**src/rtl/data_mem_arbiter.sv**
```systemverilog
// data_mem_arbiter
//   Shares one single-port data memory between N_REQ requesters.
//   Requester 0 is the CPU load/store path and requester 1 is the DMA/debug port.
//   Each access takes three cycles: IDLE samples the requests, ISSUE drives the
//   memory and pulses gnt, and RESP pulses rvalid (and err) with the load result.
//   Stores are replicated across the byte lanes. Loads are extracted by address
//   and then sign- or zero-extended.
//   Optional feature: define DATA_ARB_ROUND_ROBIN_EN for round-robin arbitration.
//   Without it, fixed priority applies and the lowest index always wins.
module data_mem_arbiter #(
    parameter int N_REQ = 2
) (
    input  logic                 clk,
    input  logic                 reset,
    input  logic [N_REQ-1:0]     req,
    input  logic [N_REQ-1:0]     we,
    input  logic [32*N_REQ-1:0]  addr,
    input  logic [32*N_REQ-1:0]  wdata,
    input  logic [3*N_REQ-1:0]   size,
    output logic [N_REQ-1:0]     gnt,
    output logic [N_REQ-1:0]     rvalid,
    output logic [31:0]          rdata,
    output logic [N_REQ-1:0]     err,
    output logic                 mem_en,
    output logic                 mem_we,
    output logic [3:0]           mem_be,
    output logic [29:0]          mem_addr,
    output logic [31:0]          mem_wdata,
    input  logic [31:0]          mem_rdata
);

    localparam int IDXW = (N_REQ > 1) ? $clog2(N_REQ) : 1;

    localparam logic [2:0] SZ_B  = 3'b000;
    localparam logic [2:0] SZ_H  = 3'b001;
    localparam logic [2:0] SZ_W  = 3'b010;
    localparam logic [2:0] SZ_BU = 3'b100;
    localparam logic [2:0] SZ_HU = 3'b101;

    typedef enum logic [1:0] {
        IDLE  = 2'd0,
        ISSUE = 2'd1,
        RESP  = 2'd2
    } state_e;

    state_e            state_q, state_d;
    logic [IDXW-1:0]   winner_q, winner_d;
    logic              we_q, we_d;
    logic [31:0]       addr_q, addr_d;
    logic [31:0]       wdata_q, wdata_d;
    logic [2:0]        size_q, size_d;
    logic              err_q, err_d;
    logic              accept;

`ifdef DATA_ARB_ROUND_ROBIN_EN
    logic [IDXW-1:0]   last_q;
    int                cand;
`endif

    // Illegal size codes, stores with an unsigned size, and misaligned halfword or word accesses.
    function automatic logic access_err(input logic st, input logic [2:0] sz, input logic [1:0] a);
        logic e;
        case (sz)
            SZ_B:    e = 1'b0;
            SZ_H:    e = a[0];
            SZ_W:    e = (a != 2'b00);
            SZ_BU:   e = st;
            SZ_HU:   e = st | a[0];
            default: e = 1'b1;
        endcase
        return e;
    endfunction

    assign accept = (state_q == IDLE) && (|req);

    // Pick the winner, gather its request fields, and step the access FSM.
    always_comb begin
        // NOTE: every variable gets a default before any branch, so no path can leave one unassigned and infer a latch.
        state_d  = state_q;
        winner_d = '0;
        we_d     = 1'b0;
        addr_d   = '0;
        wdata_d  = '0;
        size_d   = '0;
`ifdef DATA_ARB_ROUND_ROBIN_EN
        cand     = 0;
        // Scan from the requester after the last grant. The nearest active requester wins.
        for (int k = N_REQ; k >= 1; k--) begin
            cand = int'(last_q) + k;
            if (cand >= N_REQ) cand = cand - N_REQ;
            for (int i = 0; i < N_REQ; i++) begin
                if ((i == cand) && req[i]) winner_d = IDXW'(i);
            end
        end
`else
        // Fixed priority: the scan runs downward, so the lowest active index is assigned last and wins.
        for (int i = N_REQ - 1; i >= 0; i--) begin
            if (req[i]) winner_d = IDXW'(i);
        end
`endif
        for (int i = 0; i < N_REQ; i++) begin
            if (winner_d == IDXW'(i)) begin
                we_d    = we[i];
                addr_d  = addr[32*i +: 32];
                wdata_d = wdata[32*i +: 32];
                size_d  = size[3*i +: 3];
            end
        end
        err_d = access_err(we_d, size_d, addr_d[1:0]);

        case (state_q)
            IDLE:    if (|req) state_d = ISSUE;
            ISSUE:   state_d = RESP;
            RESP:    state_d = IDLE;
            default: state_d = IDLE;
        endcase
    end

    // FSM state register with synchronous active-low reset.
    always_ff @(posedge clk) begin
        // NOTE: non-blocking assignments in clocked blocks let every register see the pre-edge values of its peers.
        if (!reset) state_q <= IDLE;
        else        state_q <= state_d;
    end

    // Capture the winning access when IDLE samples a request. The later req level is ignored.
    always_ff @(posedge clk) begin
        // NOTE: these datapath registers need no reset, because every output they feed is gated by state.
        if (accept) begin
            winner_q <= winner_d;
            we_q     <= we_d;
            addr_q   <= addr_d;
            wdata_q  <= wdata_d;
            size_q   <= size_d;
            err_q    <= err_d;
        end
    end

`ifdef DATA_ARB_ROUND_ROBIN_EN
    // Arbitration pointer: after reset it points at the last index, so requester 0 wins first.
    always_ff @(posedge clk) begin
        if (!reset)      last_q <= IDXW'(N_REQ - 1);
        else if (accept) last_q <= winner_d;
    end
`endif

    // Memory strobes, grant and response pulses, and load formatting, all decoded from the latched access.
    always_comb begin
        logic       issue;
        logic       resp;
        logic [3:0] be;
        logic [31:0] lanes;
        logic [7:0] lane_b;
        logic [15:0] lane_h;
        logic [31:0] load;

        issue = (state_q == ISSUE);
        resp  = (state_q == RESP);

        case (size_q)
            SZ_B, SZ_BU: be = 4'b0001 << addr_q[1:0];
            SZ_H, SZ_HU: be = 4'b0011 << {addr_q[1], 1'b0};
            default:     be = 4'b1111;
        endcase

        case (size_q)
            SZ_B, SZ_BU: lanes = {4{wdata_q[7:0]}};
            SZ_H, SZ_HU: lanes = {2{wdata_q[15:0]}};
            default:     lanes = wdata_q;
        endcase

        case (addr_q[1:0])
            2'd0:    lane_b = mem_rdata[7:0];
            2'd1:    lane_b = mem_rdata[15:8];
            2'd2:    lane_b = mem_rdata[23:16];
            default: lane_b = mem_rdata[31:24];
        endcase
        lane_h = addr_q[1] ? mem_rdata[31:16] : mem_rdata[15:0];

        case (size_q)
            SZ_B:    load = {{24{lane_b[7]}}, lane_b};
            SZ_BU:   load = {24'h0, lane_b};
            SZ_H:    load = {{16{lane_h[15]}}, lane_h};
            SZ_HU:   load = {16'h0, lane_h};
            default: load = mem_rdata;
        endcase

        gnt    = '0;
        rvalid = '0;
        err    = '0;
        for (int i = 0; i < N_REQ; i++) begin
            gnt[i]    = issue && (winner_q == IDXW'(i));
            rvalid[i] = resp && (winner_q == IDXW'(i));
            err[i]    = resp && err_q && (winner_q == IDXW'(i));
        end

        mem_en    = issue && !err_q;
        mem_we    = issue && !err_q && we_q;
        mem_be    = (issue && !err_q) ? be : 4'b0000;
        mem_addr  = issue ? addr_q[31:2] : 30'h0;
        mem_wdata = issue ? lanes : 32'h0;
        rdata     = (resp && !err_q && !we_q) ? load : 32'h0;
    end

endmodule

```
**config.mk**
```make
export PLATFORM = sky130hd
export DESIGN_NAME = data_mem_arbiter
export DESIGN_NICKNAME = d
export VERILOG_FILES = /design/src/rtl/data_mem_arbiter.sv
export SDC_FILE = /design/constraint.sdc
export NUM_CORES = 1
export LEC_CHECK = 0
export ABC_AREA = 1
export CAP_MARGIN = 20
export CORE_ASPECT_RATIO = 1.1
export CORE_MARGIN = 2
export CORE_UTILIZATION = 36
export CTS_BUF_LIST = sky130_fd_sc_hd__clkbuf_8
export DETAILED_ROUTE_END_ITERATION = 12
export PLACE_DENSITY_LB_ADDON = 0.1
export SYNTH_ARGS = -nofsm -noshare
export SYNTH_HDL_FRONTEND = slang
export SYNTH_SLANG_ARGS = --single-unit
```
**constraint.sdc**
```tcl
create_clock -name clk -period 6.8 [get_ports clk]
set_clock_uncertainty 0.1 [all_clocks]
set_input_delay 1.02 -clock clk [delete_from_list [all_inputs] [get_ports clk]]
set_output_delay 1.02 -clock clk [all_outputs]
set_load 0.01 [all_outputs]
```
Word-level counts from Yosys, hierarchy flattened
Index checks and enable logic that the tools add are counted.

operators by class
  add/subtract/negate cells = 0
  multiply operators = 0
  divide/modulo/power cells = 0
  magnitude comparators = 0
  equal/unequal tests = 12
  shift operators = 2
  mux-type cells = 18
  bitwise operators = 2
  reductions and logical operators = 22

operators by type and width
  kind                   count
  $mux W32               4
  $pmux W32 S4           1
  $pmux W32 S2           1
  $mux W30               1
  $pmux W8 S3            1
  $mux W16               1
  $eq A3 B3 Y1 const B   4
  $logic_and A1 B1 Y1    12
  $pmux W4 S2            1
  $eq A3 B1 Y1 const B   2
  $logic_not A3 Y1       2
  $reduce_or A2 Y1       3
  $pmux W1 S5            1
  $eq A2 B1 Y1 const B   2
  $eq A2 B2 Y1 const B   2
  $logic_not A2 Y1       2
  $mux W4                1
  $pmux W2 S2            1
  $shl A1 B2 Y4 const A  1
  $shl A2 B2 Y4 const A  1
  $eq A3 B2 Y1 const B   1
  $mux W1                3
  $mux W3                1
  $logic_not A1 Y1       2
  other kinds (5)        5

word-level totals
  register bits = 72
  latch bits = 0
  memory bits (writable) = 0
  memory bits (read-only) = 0
  input bits = 172
  output and inout bits = 106
  word-level logic and storage cells = 63
  memories = 0

Longest topological paths before layout
Gate-level depths: netlist of run 1.

  depth after elaboration = 5
  gate-level depth with buffers = 9
  depth with buffers taken out = 9

Worst setup path after synthesis of run 1
Ideal clock, no wire load.

  path kind = input port to flip-flop
  start = input req[0]
  end = register addr_q[0], enable pin
  library setup time = 584 ps
  arrival = 5807 ps
  data required time = 6116 ps
  slack = 309 ps
  stages on the path = 2
  buffers on the path = 0
  cells stage by stage = nor2_1 nor3_1

on the way
  cells in the longest elaborated chain, start to end = 2

RTL lines
  item                  RTL line  text
  start, declared       15        input logic [N_REQ-1:0] req,
  $reduce_or A2 Y1      74        assign accept = (state_q == IDLE) && (|req);
  $logic_and A1 B1 Y1   74
  named net accept      53        logic accept;
  end signal, assigned  132       addr_q <= addr_d;
  end, declared         49        logic [31:0] addr_q, addr_d;

The timed path passes the listed nets, and every way through them passes these cells.
A chain may end at the register's enable or synchronous reset.

Worst setup path after layout of run 1
  start = register size_q[1]
  end = output rdata[17]

on the way
  cells in the longest elaborated chain, start to end = 3
  elaborated cells on any way between the ends = 6
  classes of those cells = eq/ne: 3; mux: 2; reduce/logical: 1

RTL lines
  item                                  RTL line  text
  start, declared                       51        logic [2:0] size_q, size_d;
  start signal, assigned                134       size_q <= size_d;
  $eq A3 B3 Y1 (tied with other cells)  180       case (size_q)
  $pmux W32 S4 *                        180
  $mux W32 *                            202       rdata = (resp && !err_q && !we_q) ? load : 32'h0;
  end, declared                         22        output logic [31:0] rdata,

Mark *: on every way between the ends. The rest lies on a longest branch, timed or not.

==> results of run 1 <==
## power by group
| group | switching, mW | leakage, nW | internal (mW) | total [mW] |
|---|---|---|---|---|
| sequential | 0.0284 | 0.708 | 0.550 | 0.578 |
| clock | 0.157 | 0.0815 | 0.128 | 0.285 |
| combinational | 0.206 | 2.63 | 0.199 | 0.405 |
| total | 0.392 | 3.42 | 0.877 | 1.27 |
## worst max-delay path, delay by kind of cell (launching register included)
| family | cells | cell delay (ps) |
|---|---|---|
| simple gates | 6 | 1670 |
| buf+inv | 2 | 1260 |
| flops | 1 | 560 |
## stage by stage
stage / cell area (um^2) / cells
finish: 7794 / 1108
global route: 7794 / 1108
CTS: 7782 / 1107
detailed placement: 7619 / 1091
global placement: 7619 / 1091
floorplan: 4785 / 682
## sequential cells by signal, indices dropped and copies added (netlist names)
register / flops
state_q: 2
we_q: 1
size_q: 3
addr_q: 32
wdata_q: 32
err_q: 1
winner_q: 1
## per-layer routing
metal	global-route usage (%)	part of all wire (%)	up-vias
met1	24.98	38	2395
met3	6.764	8.9	26
li1	-	-	2652
met5	0	0	-
met2	42.58	52	225
met4	7.676	1.8	0
## worst min path at each step
stage,startpoint,endpoint,slack (ps),depth (start not counted)
detailed placement,state_q[0],state_q[0],380,1
CTS,state_q[0],state_q[0],380,1
global placement,state_q[0],state_q[0],350,1
floorplan,state_q[0],state_q[0],320,1
global route,state_q[0],state_q[0],410,1
finish,state_q[0],state_q[0],390,1
## placed cells by master (no fill, tap or decap), types with 4 or more instances in the layout
master and n:
nand2_1 278, clkdlybuf4s50_1 277, nor2_1 123, edfxtp_1 70, inv_1 61, o21ai_0 37
a21oi_1 20, nand3_1 15, nor2_4 12, clkbuf_8 9, o22ai_1 8, nor3_1 5
inv_2 4, buf_4 4
## logic make-up (layout without fill, tap and decap cells)
| logic type | Yosys count | in the layout |
|---|---|---|
| buf+inv | 97 | 362 |
| simple gates | 447 | 447 |
| compound gates | 66 | 66 |
| flops | 72 | 72 |
## area by class of cell
type | instances | area, um^2
fill | 1260 | 5309
timing repair buffer | 282 | 2814
multi-input combinational | 513 | 2232
sequential | 72 | 2142
inverter | 64 | 240.2
tap | 161 | 201.4
clock buffer | 9 | 123.9
clock inverter | 7 | 40.04
==> summary.txt, run 1 <==
Hold Slack -> 389.8 ps
setup ws final -> 1837 ps
number of inserted diodes -> 0
Leak -> 3.424 nW
vias in the first global route -> 5024
top post-synthesis cells by count -> 279 x nand2_1, 123 x nor2_1, 70 x edfxtp_1
register area share after synthesis -> 44.77%
fin crit period -> 4963 ps
outcome -> finished, final reports clean
crit-path most repeated cell -> nand2_4
largest net degree at the start of global routing -> 72
Die ar. -> 14230 um^2
Boundary Pins -> 278
Setup crit end kind -> output pin
hpwl dp -> 13.03 mm
Slew Viols, Final -> 0
Skew-Pair Late Insertion Delay -> 340 ps
Worst-Margin Slew -> 879.9 ps
Rows -> 44
maxcap violations -> 0
Post-Synthesis Cells -> 682
Worst Hold Class -> reg -> reg
vias per cell -> 4.782
max incr delay on CP -> 710 ps
CTS max path bufs -> 2
Worst Reg-to-Reg Cells -> 2
cell taking the most area after synthesis -> edfxtp_1
share of layout cells above drive strength 1 -> 4.857%
fin crit share -> 72.98%
CTS root buf -> clkbuf_8
critical-path maximum fanout -> 53
syn nets -> 854
Fin Setup TNS -> 0 ps
Max IR drop VDD -> 91.83 uV
Final #Nets -> 1114
Worst setup SP type -> flip-flop
Syn Area/Cell -> 7.016 um^2
1st-pass router iterations -> 6
die span in y -> 124.9 um
post-synth top area share -> 43.93%
overall power -> 1.269 mW
CTS H-Tree Depth -> 3
GRT Util Overall -> 23.11%
EDFF count, synth -> 70
Port-buffer cells -> 277
Reg-to-Reg Start -> state_q[1]
Worst R2R End -> wdata_q[2]
critical path, cell by cell -> inv_2, nand2_1, nor2_2, nand3_4, nand2_4, nand2_4, nor2_1, clkdlybuf4s50_1
first-pass GRT wire length -> 25.56 mm
WP data arrival -> 3840 ps
crit path max-delay cell type -> inv_2
total grt overflow -> 0
Worst-path clk slew -> 70 ps
XOR/XNOR Fraction of Synth Area -> 0%
final count of hold timing violations -> 0
Layout Area Growth over Synthesis -> 62.89%
relative slew slack -> 41.25%
Max Fclk -> 201.5 MHz
#FFs+latches synth -> 72
Adder-Cell Fraction of Synth Area -> 0%
WS Path Type -> reg -> out
RSZ-0062 raised after global routing -> false
count leader, synth -> nand2_1
# DRC -> 0
dpl ws -> 2176 ps
Sink Count -> 72
clock buffer count from CTS -> 9
Routed wire per std cell -> 15.14 um
Synth cell types -> 27
Synth Warn # -> 0
# setup viols final -> 0
Core Region -> 13100 um^2
Post-Synthesis Cell Area -> 4785 um^2
multiplexer share of the synthesized area -> 0%
PD cells -> 162.8 nW/um^2
Critical Path Sink -> rdata[17]
post-layout util -> 59.48%
critical path startpoint -> size_q[1]
worst endpoint required time -> 5680 ps
CTS tree -> done
initial antenna violation count -> 0
WL final -> 16.77 mm
cts repair resizes -> 0
Initial Util -> 36.52%
Synth area leaders -> edfxtp_1 44%, nand2_1 22%, nor2_1 9.6%
DR vias -> 5298
antenna-violating nets left -> 0
number of DRC markers in iteration 0 -> 343
Post-CTS Hold Fix Bufs -> 0
area fraction in compound gates after synthesis -> 7.113%
largest family of logic cells by synthesized area -> simple AND/OR/NAND/NOR gates
Post-CTS Setup Bufs -> 0
Synth Area in Simple Gates -> 39.38%
r2r setup slk -> 5190 ps
Synth async-reset ratio -> 0%
Placer Congestion -> 0.8386
die width -> 113.9 um
ys flop type -> edfxtp_1
Note: power is estimated with default switching activity, not from simulation.
==> run 2, diff against run 1 <==
--- a/config.mk
+++ b/config.mk
@@ -9,7 +9,7 @@
 export CAP_MARGIN = 20
 export CORE_ASPECT_RATIO = 1.1
 export CORE_MARGIN = 2
-export CORE_UTILIZATION = 36
+export CORE_UTILIZATION = 40
 export CTS_BUF_LIST = sky130_fd_sc_hd__clkbuf_8
 export DETAILED_ROUTE_END_ITERATION = 12
 export PLACE_DENSITY_LB_ADDON = 0.1
==> constraint.sdc (replaced) <==
create_clock -name clk -period 4.6 [get_ports clk]
set_clock_uncertainty 0.1 [all_clocks]
set_input_delay 0.69 -clock clk [delete_from_list [all_inputs] [get_ports clk]]
set_output_delay 0.69 -clock clk [all_outputs]
set_load 0.01 [all_outputs]
==> run 2 against run 1 <==
Combinational power grew 49%. Clock power grew 84%. Sequential share of layout area shrank 0.14 points. Die area shrank 9.7%. Critical path type unchanged. Largest cell class unchanged.
==> summary.txt, run 2 (synthesis gave the netlist of run 1 again) <==
antenna-violating nets left -> 0 (unchanged)
Final #Nets -> 1116 (was 1114)
crit-path most repeated cell -> nand2_1 (was nand2_4)
Core Region -> 11590 um^2 (was 13100 um^2)
dpl ws -> 1154 ps (was 2176 ps)
final-layout fill cell count -> 1008 (was 1260)
cts repair resizes -> 0 (unchanged)
hpwl dp -> 13.32 mm (was 13.03 mm)
Max Fclk -> 261.2 MHz
max incr delay on CP -> 560 ps (was 710 ps)
Post-CTS Setup Bufs -> 0 (unchanged)
# setup viols final -> 0 (unchanged)
DR vias -> 5362 (was 5298)
fin crit period -> 3828 ps
Post-CTS Hold Fix Bufs -> 0 (unchanged)
WL final -> 17.33 mm (was 16.77 mm)
vias per cell -> 4.883 (was 4.782)
fin crit share -> 83.22%
worst endpoint required time -> 3810 ps (was 5680 ps)
met1 Use GR -> 28.17% (was 24.98%)
Worst Reg-to-Reg Cells -> 2 (unchanged)
Cell Area, Placed -> 7634 um^2 (was 7619 um^2)
Layout Area Growth over Synthesis -> 63.73% (was 62.89%)
share of layout cells above drive strength 1 -> 4.958% (was 4.857%)
CTS H-Tree Depth -> 3 (unchanged)
1st-pass router iterations -> 6 (unchanged)
Fin Setup TNS -> 0 ps (unchanged)
vias in the first global route -> 5202 (was 5024)
Routed wire per std cell -> 15.78 um (was 15.14 um)
Worst-Margin Slew -> 924.2 ps (was 879.9 ps)
commonest cells after routing, fill and taps aside -> 278 x nand2_1, 277 x clkdlybuf4s50_1, 123 x nor2_1, 70 x edfxtp_1, 61 x inv_1 (unchanged)
total grt overflow -> 0 (unchanged)
die span in y -> 118.7 um (was 124.9 um)
met2 Use GR -> 48.31% (was 42.58%)
GRT Util Overall -> 26.59% (was 23.11%)
WP data arrival -> 3040 ps (was 3840 ps)
initial antenna violation count -> 0 (unchanged)
Port-buffer cells -> 277 (unchanged)
maxcap violations -> 0 (unchanged)
Worst setup SP type -> flip-flop (unchanged)
number of DRC markers in iteration 0 -> 412 (was 343)
Die ar. -> 12850 um^2 (was 14230 um^2)
CTS tree -> done (unchanged)
final count of hold timing violations -> 0 (unchanged)
most common cell after layout, fill and taps aside -> nand2_1 (unchanged)
PD cells -> 253.2 nW/um^2 (was 162.8 nW/um^2)
M3 GR Usage -> 8.660% (was 6.764%)
RSZ-0062 raised after global routing -> false (unchanged)
Rows -> 41 (was 44)
Skew-Pair Late Insertion Delay -> 340 ps (about the same)
Boundary Pins -> 278 (unchanged)
busiest grt layer -> met2 (unchanged)
Critical Path Sink -> rdata[13] (was rdata[17])
# DRC -> 0 (unchanged)
Sink Count -> 72 (unchanged)
Initial Util -> 41.27% (was 36.52%)
critical path, cell by cell -> inv_2, nand2_2, nor2_4, inv_1, nand2_1, nand2_1, nand3_1, nand2_1, inv_1, clkdlybuf4s50_1 (was inv_2, nand2_1, nor2_2, nand3_4, nand2_4, nand2_4, nor2_1, clkdlybuf4s50_1)
Leak -> 3.457 nW (was 3.424 nW)
Placer Congestion -> 0.9079 (was 0.8386)
setup ws final -> 771.8 ps (was 1837 ps)
crit path max-delay cell type -> edfxtp_1 (was inv_2)
clock buffer count from CTS -> 9 (unchanged)
Max IR drop VDD -> 164.9 uV (was 91.83 uV)
Worst Hold Class -> reg -> reg (unchanged)
r2r setup slk -> 2780 ps (was 5190 ps)
die width -> 108.3 um (was 113.9 um)
Setup crit end kind -> output pin (unchanged)
first-pass GRT wire length -> 26.28 mm (was 25.56 mm)
outcome -> finished, final reports clean (unchanged)
number of inserted diodes -> 0 (unchanged)
Final Cell Area -> 7834 um^2 (was 7794 um^2)
Worst-path clk slew -> 80 ps (was 70 ps)
largest net degree at the start of global routing -> 72 (unchanged)
Worst R2R End -> wdata_q[18] (was wdata_q[2])
overall power -> 1.984 mW (was 1.269 mW)
Top Registers -> addr_q (32), wdata_q (32), size_q (3) (unchanged)
relative slew slack -> 38.38% (was 41.25%)
critical-path maximum fanout -> 24 (was 53)
Slew Viols, Final -> 0 (unchanged)
critical path startpoint -> size_q[1] (unchanged)
WS Path Type -> reg -> out (unchanged)
CTS root buf -> clkbuf_8 (unchanged)
CTS max path bufs -> 2 (unchanged)
Reg-to-Reg Start -> state_q[1] (unchanged)
==> run 2: per-layer routing <==
metal / vias to the layer above / part of all wire [%]
met5: - / 0
met4: 0 / 3.0
met3: 36 / 9.7
met2: 257 / 52
met1: 2418 / 36
li1: 2651 / -
==> run 2: layout make-up <==
cell class / count / area (um^2) / share of cell area, %
multi-input combinational: 513 / 2238 / 28.57
clock inverter: 6 / 76.32 / 0.9743
tap: 150 / 187.7 / 2.396
inverter: 64 / 240.2 / 3.067
timing repair buffer: 284 / 2825 / 36.06
clock buffer: 9 / 123.9 / 1.581
sequential: 72 / 2142 / 27.34
==> run 2: critical path: cells and delay by family (launching register included) <==
kind,cells,cell delay [ps]
simple gates,6,1000
buf+inv,4,1130
flops,1,560
==> run 2: through the flow <==
| step | utilization [%] | hold WS [ps] | instances |
|---|---|---|---|
| floorplan | - | 340.7 | 682 |
| global placement | 65.84 | 390.2 | 1083 |
| detailed placement | 65.84 | 426.4 | 1083 |
| CTS | 67.57 | 433.7 | 1098 |
| global route | 67.57 | 448.8 | 1098 |
| finish | 67.57 | 429.0 | 1098 |
==> run 2: power breakdown <==
| part | switching, mW | total, mW | internal, mW |
|---|---|---|---|
| combinational | 0.309 | 0.605 | 0.296 |
| clock | 0.228 | 0.524 | 0.296 |
| sequential | 0.0412 | 0.855 | 0.813 |
| total | 0.578 | 1.98 | 1.41 |
==> run 2: worst min-delay path by stage <==
| stage | from | to | slack, ps | cells after the start |
|---|---|---|---|---|
| after floorplan | state_q[0] | state_q[0] | 340 | 1 |
| after global placement | state_q[0] | state_q[0] | 390 | 1 |
| after detailed placement | state_q[0] | state_q[0] | 430 | 1 |
| after CTS | state_q[0] | state_q[0] | 430 | 1 |
| after global routing | state_q[0] | state_q[0] | 450 | 1 |
| final | state_q[0] | state_q[0] | 430 | 1 |
==> run 3, diff against run 2 <==
--- a/config.mk
+++ b/config.mk
@@ -9,7 +9,7 @@
 export CAP_MARGIN = 20
 export CORE_ASPECT_RATIO = 1.1
 export CORE_MARGIN = 2
-export CORE_UTILIZATION = 40
+export CORE_UTILIZATION = 36
 export CTS_BUF_LIST = sky130_fd_sc_hd__clkbuf_8
 export DETAILED_ROUTE_END_ITERATION = 12
 export PLACE_DENSITY_LB_ADDON = 0.1
==> constraint.sdc (replaced) <==
create_clock -name clk -period 3.5 [get_ports clk]
set_clock_uncertainty 0.1 [all_clocks]
set_input_delay 0.525 -clock clk [delete_from_list [all_inputs] [get_ports clk]]
set_output_delay 0.525 -clock clk [all_outputs]
set_load 0.01 [all_outputs]
==> run 3 against run 2 <==
Total power is 32% higher. Critical endpoint is now rdata[0]. Critical path depth is 3 lower. Via count is 0.56% lower. Combinational power is 32% higher. Core utilization is 7.4 points lower. Sequential power is 31% higher. Design area is 0.72% higher. Clock-buffer cell count stayed put.
==> summary.txt, run 3 (synthesis gave the netlist of run 1 again) <==
outcome -> finished, final reports clean (unchanged)
CTS max path bufs -> 2 (unchanged)
share of layout cells above drive strength 1 -> 5.363% (was 4.958%)
dpl ws -> 393.6 ps (was 1154 ps)
total grt overflow -> 0 (unchanged)
relative slew slack -> 46.69% (was 38.38%)
CTS tree -> done (unchanged)
Cell Area, Placed -> 7675 um^2 (was 7634 um^2)
largest net degree at the start of global routing -> 65 (was 72)
final count of hold timing violations -> 0 (unchanged)
initial antenna violation count -> 2 (was 0)
Max IR drop VDD -> 190.7 uV (was 164.9 uV)
# DRC -> 0 (unchanged)
Worst-path clk slew -> 80 ps (about the same)
Hold Slack -> 421.9 ps (was 429.0 ps)
Slew Viols, Final -> 0 (unchanged)
WL final -> 16.97 mm (was 17.33 mm)
Fin Setup TNS -> 0 ps (unchanged)
hpwl dp -> 13.35 mm (was 13.32 mm)
# setup viols final -> 0 (unchanged)
Setup crit end kind -> output pin (unchanged)
die span in y -> 124.9 um (was 118.7 um)
Core Region -> 13100 um^2 (was 11590 um^2)
vias per cell -> 4.791 (was 4.883)
Max Fclk -> 300.7 MHz
Worst-Margin Slew -> 798.5 ps (was 924.2 ps)
Port-buffer cells -> 277 (unchanged)
Sw Pwr -> 759.4 uW (was 578.3 uW)
Sw Share -> 29.01% (was 29.15%)
vias in the first global route -> 5156 (was 5202)
cts repair resizes -> 0 (unchanged)
number of DRC markers in iteration 0 -> 308 (was 412)
commonest cells after routing, fill and taps aside -> 278 x nand2_1, 277 x clkdlybuf4s50_1, 123 x nor2_1, 70 x edfxtp_1, 62 x inv_1 (was 278 x nand2_1, 277 x clkdlybuf4s50_1, 123 x nor2_1, 70 x edfxtp_1, 61 x inv_1)
Worst setup SP type -> flip-flop (unchanged)
Post-CTS Hold Fix Bufs -> 0 (unchanged)
Post-CTS Setup Bufs -> 0 (unchanged)
first-pass GRT wire length -> 25.89 mm (was 26.28 mm)
most common cell after layout, fill and taps aside -> nand2_1 (unchanged)
die width -> 113.9 um (was 108.3 um)
antenna-violating nets left -> 0 (unchanged)
DR vias -> 5332 (was 5362)
fin crit period -> 3326 ps
setup ws final -> 174.2 ps (was 771.8 ps)
Boundary Pins -> 278 (unchanged)
Final Cell Area -> 7890 um^2 (was 7834 um^2)
GRT Util Overall -> 23.35% (was 26.59%)
critical-path maximum fanout -> 15 (was 24)
Skew-Pair Late Insertion Delay -> 340 ps (about the same)
Comb power frac -> 30.6% (was 30.5%)
maxcap violations -> 0 (unchanged)
worst endpoint required time -> 2870 ps (was 3810 ps)
WP data arrival -> 2700 ps (was 3040 ps)
final-layout fill cell count -> 1268 (was 1008)
Initial Util -> 36.52% (was 41.27%)
Die ar. -> 14230 um^2 (was 12850 um^2)
WS Path Type -> reg -> out (unchanged)
CTS H-Tree Depth -> 3 (unchanged)
clock power share -> 26.7% (was 26.4%)
Placer Congestion -> 0.8515 (was 0.9079)
PD cells -> 331.8 nW/um^2 (was 253.2 nW/um^2)
1st-pass router iterations -> 6 (unchanged)
Final #Nets -> 1118 (was 1116)
Routed wire per std cell -> 15.25 um (was 15.78 um)
Rows -> 44 (was 41)
Leak -> 3.479 nW (was 3.457 nW)
Seq pwr share -> 42.7% (was 43.1%)
Layout Area Growth over Synthesis -> 64.91% (was 63.73%)
Sink Count -> 72 (unchanged)
fin crit share -> 95.02%
Top Registers -> addr_q (32), wdata_q (32), size_q (3) (unchanged)
CTS root buf -> clkbuf_8 (unchanged)
P_int -> 1.858 mW (was 1.405 mW)
clock buffer count from CTS -> 9 (unchanged)
Worst Hold Class -> reg -> reg (unchanged)
RSZ-0062 raised after global routing -> false (unchanged)
-- run 3: cell count changes in the layout (fill, tap and decap cells not counted) --
cell	delta
clkinvlp_4	+1
buf_4	+1
inv_1	+1
buf_12	+1
clkinv_4	+1
diode_2	+1
clkinv_1	-2
-- run 3: cell type report --
class	count	area, um^2	share of cell area [%]
repair buffers	286	2853	36.16
multi-input cells	513	2238	28.37
flip-flops and latches	72	2142	27.15
inverters	64	240.2	3.045
well taps	161	201.4	2.553
clock buffers	9	123.9	1.570
clock inverters	7	88.84	1.126
diodes	1	2.502	0.03172
-- run 3: final timing paths --
kind,start,end,slack (ps),cells past startpoint
setup / recovery,addr_q[1],rdata[0],170,7
hold reg to reg,state_q[0],state_q[0],420,1
setup reg to reg,state_q[1],wdata_q[24],1870,2
hold / removal,state_q[0],state_q[0],420,1
-- run 3: metrics by stage --
step	power (mW)	instances	util (%)
6_report	2.618	1113	60.22
2_1_floorplan	1.493	682	-
4_1_cts	2.648	1112	60.20
5_1_grt	2.753	1113	60.22
3_3_place_gp	1.931	1096	58.58
3_5_place_dp	1.942	1096	58.58
-- run 3: layer usage --
metal	vias up	share of wire (%)	global-route usage [%]
met5	-	0.11	0
met4	2	2.3	8.895
met3	24	8.8	6.423
met2	230	52	43.10
met1	2413	37	24.95
li1	2663	-	-
-- run 3: critical path, stage by stage (launching register included) --
cell             delay, ps
edfxtp_1               820
nand2_1                260
inv_2                  270
nand2_1                 80
nand2_1                 60
nor2_1                  40
a21oi_1                230
clkdlybuf4s50_1        590
-- run 3: power groups by stage --
stage / Sequential (mW) / Clock [mW] / Combinational (mW)
floorplan: 1.12 / 0 / 0.377
finish: 1.12 / 0.699 / 0.800
detailed placement: 1.14 / 0 / 0.804
CTS: 1.12 / 0.720 / 0.809
global placement: 1.13 / 0 / 0.797
global route: 1.13 / 0.746 / 0.878
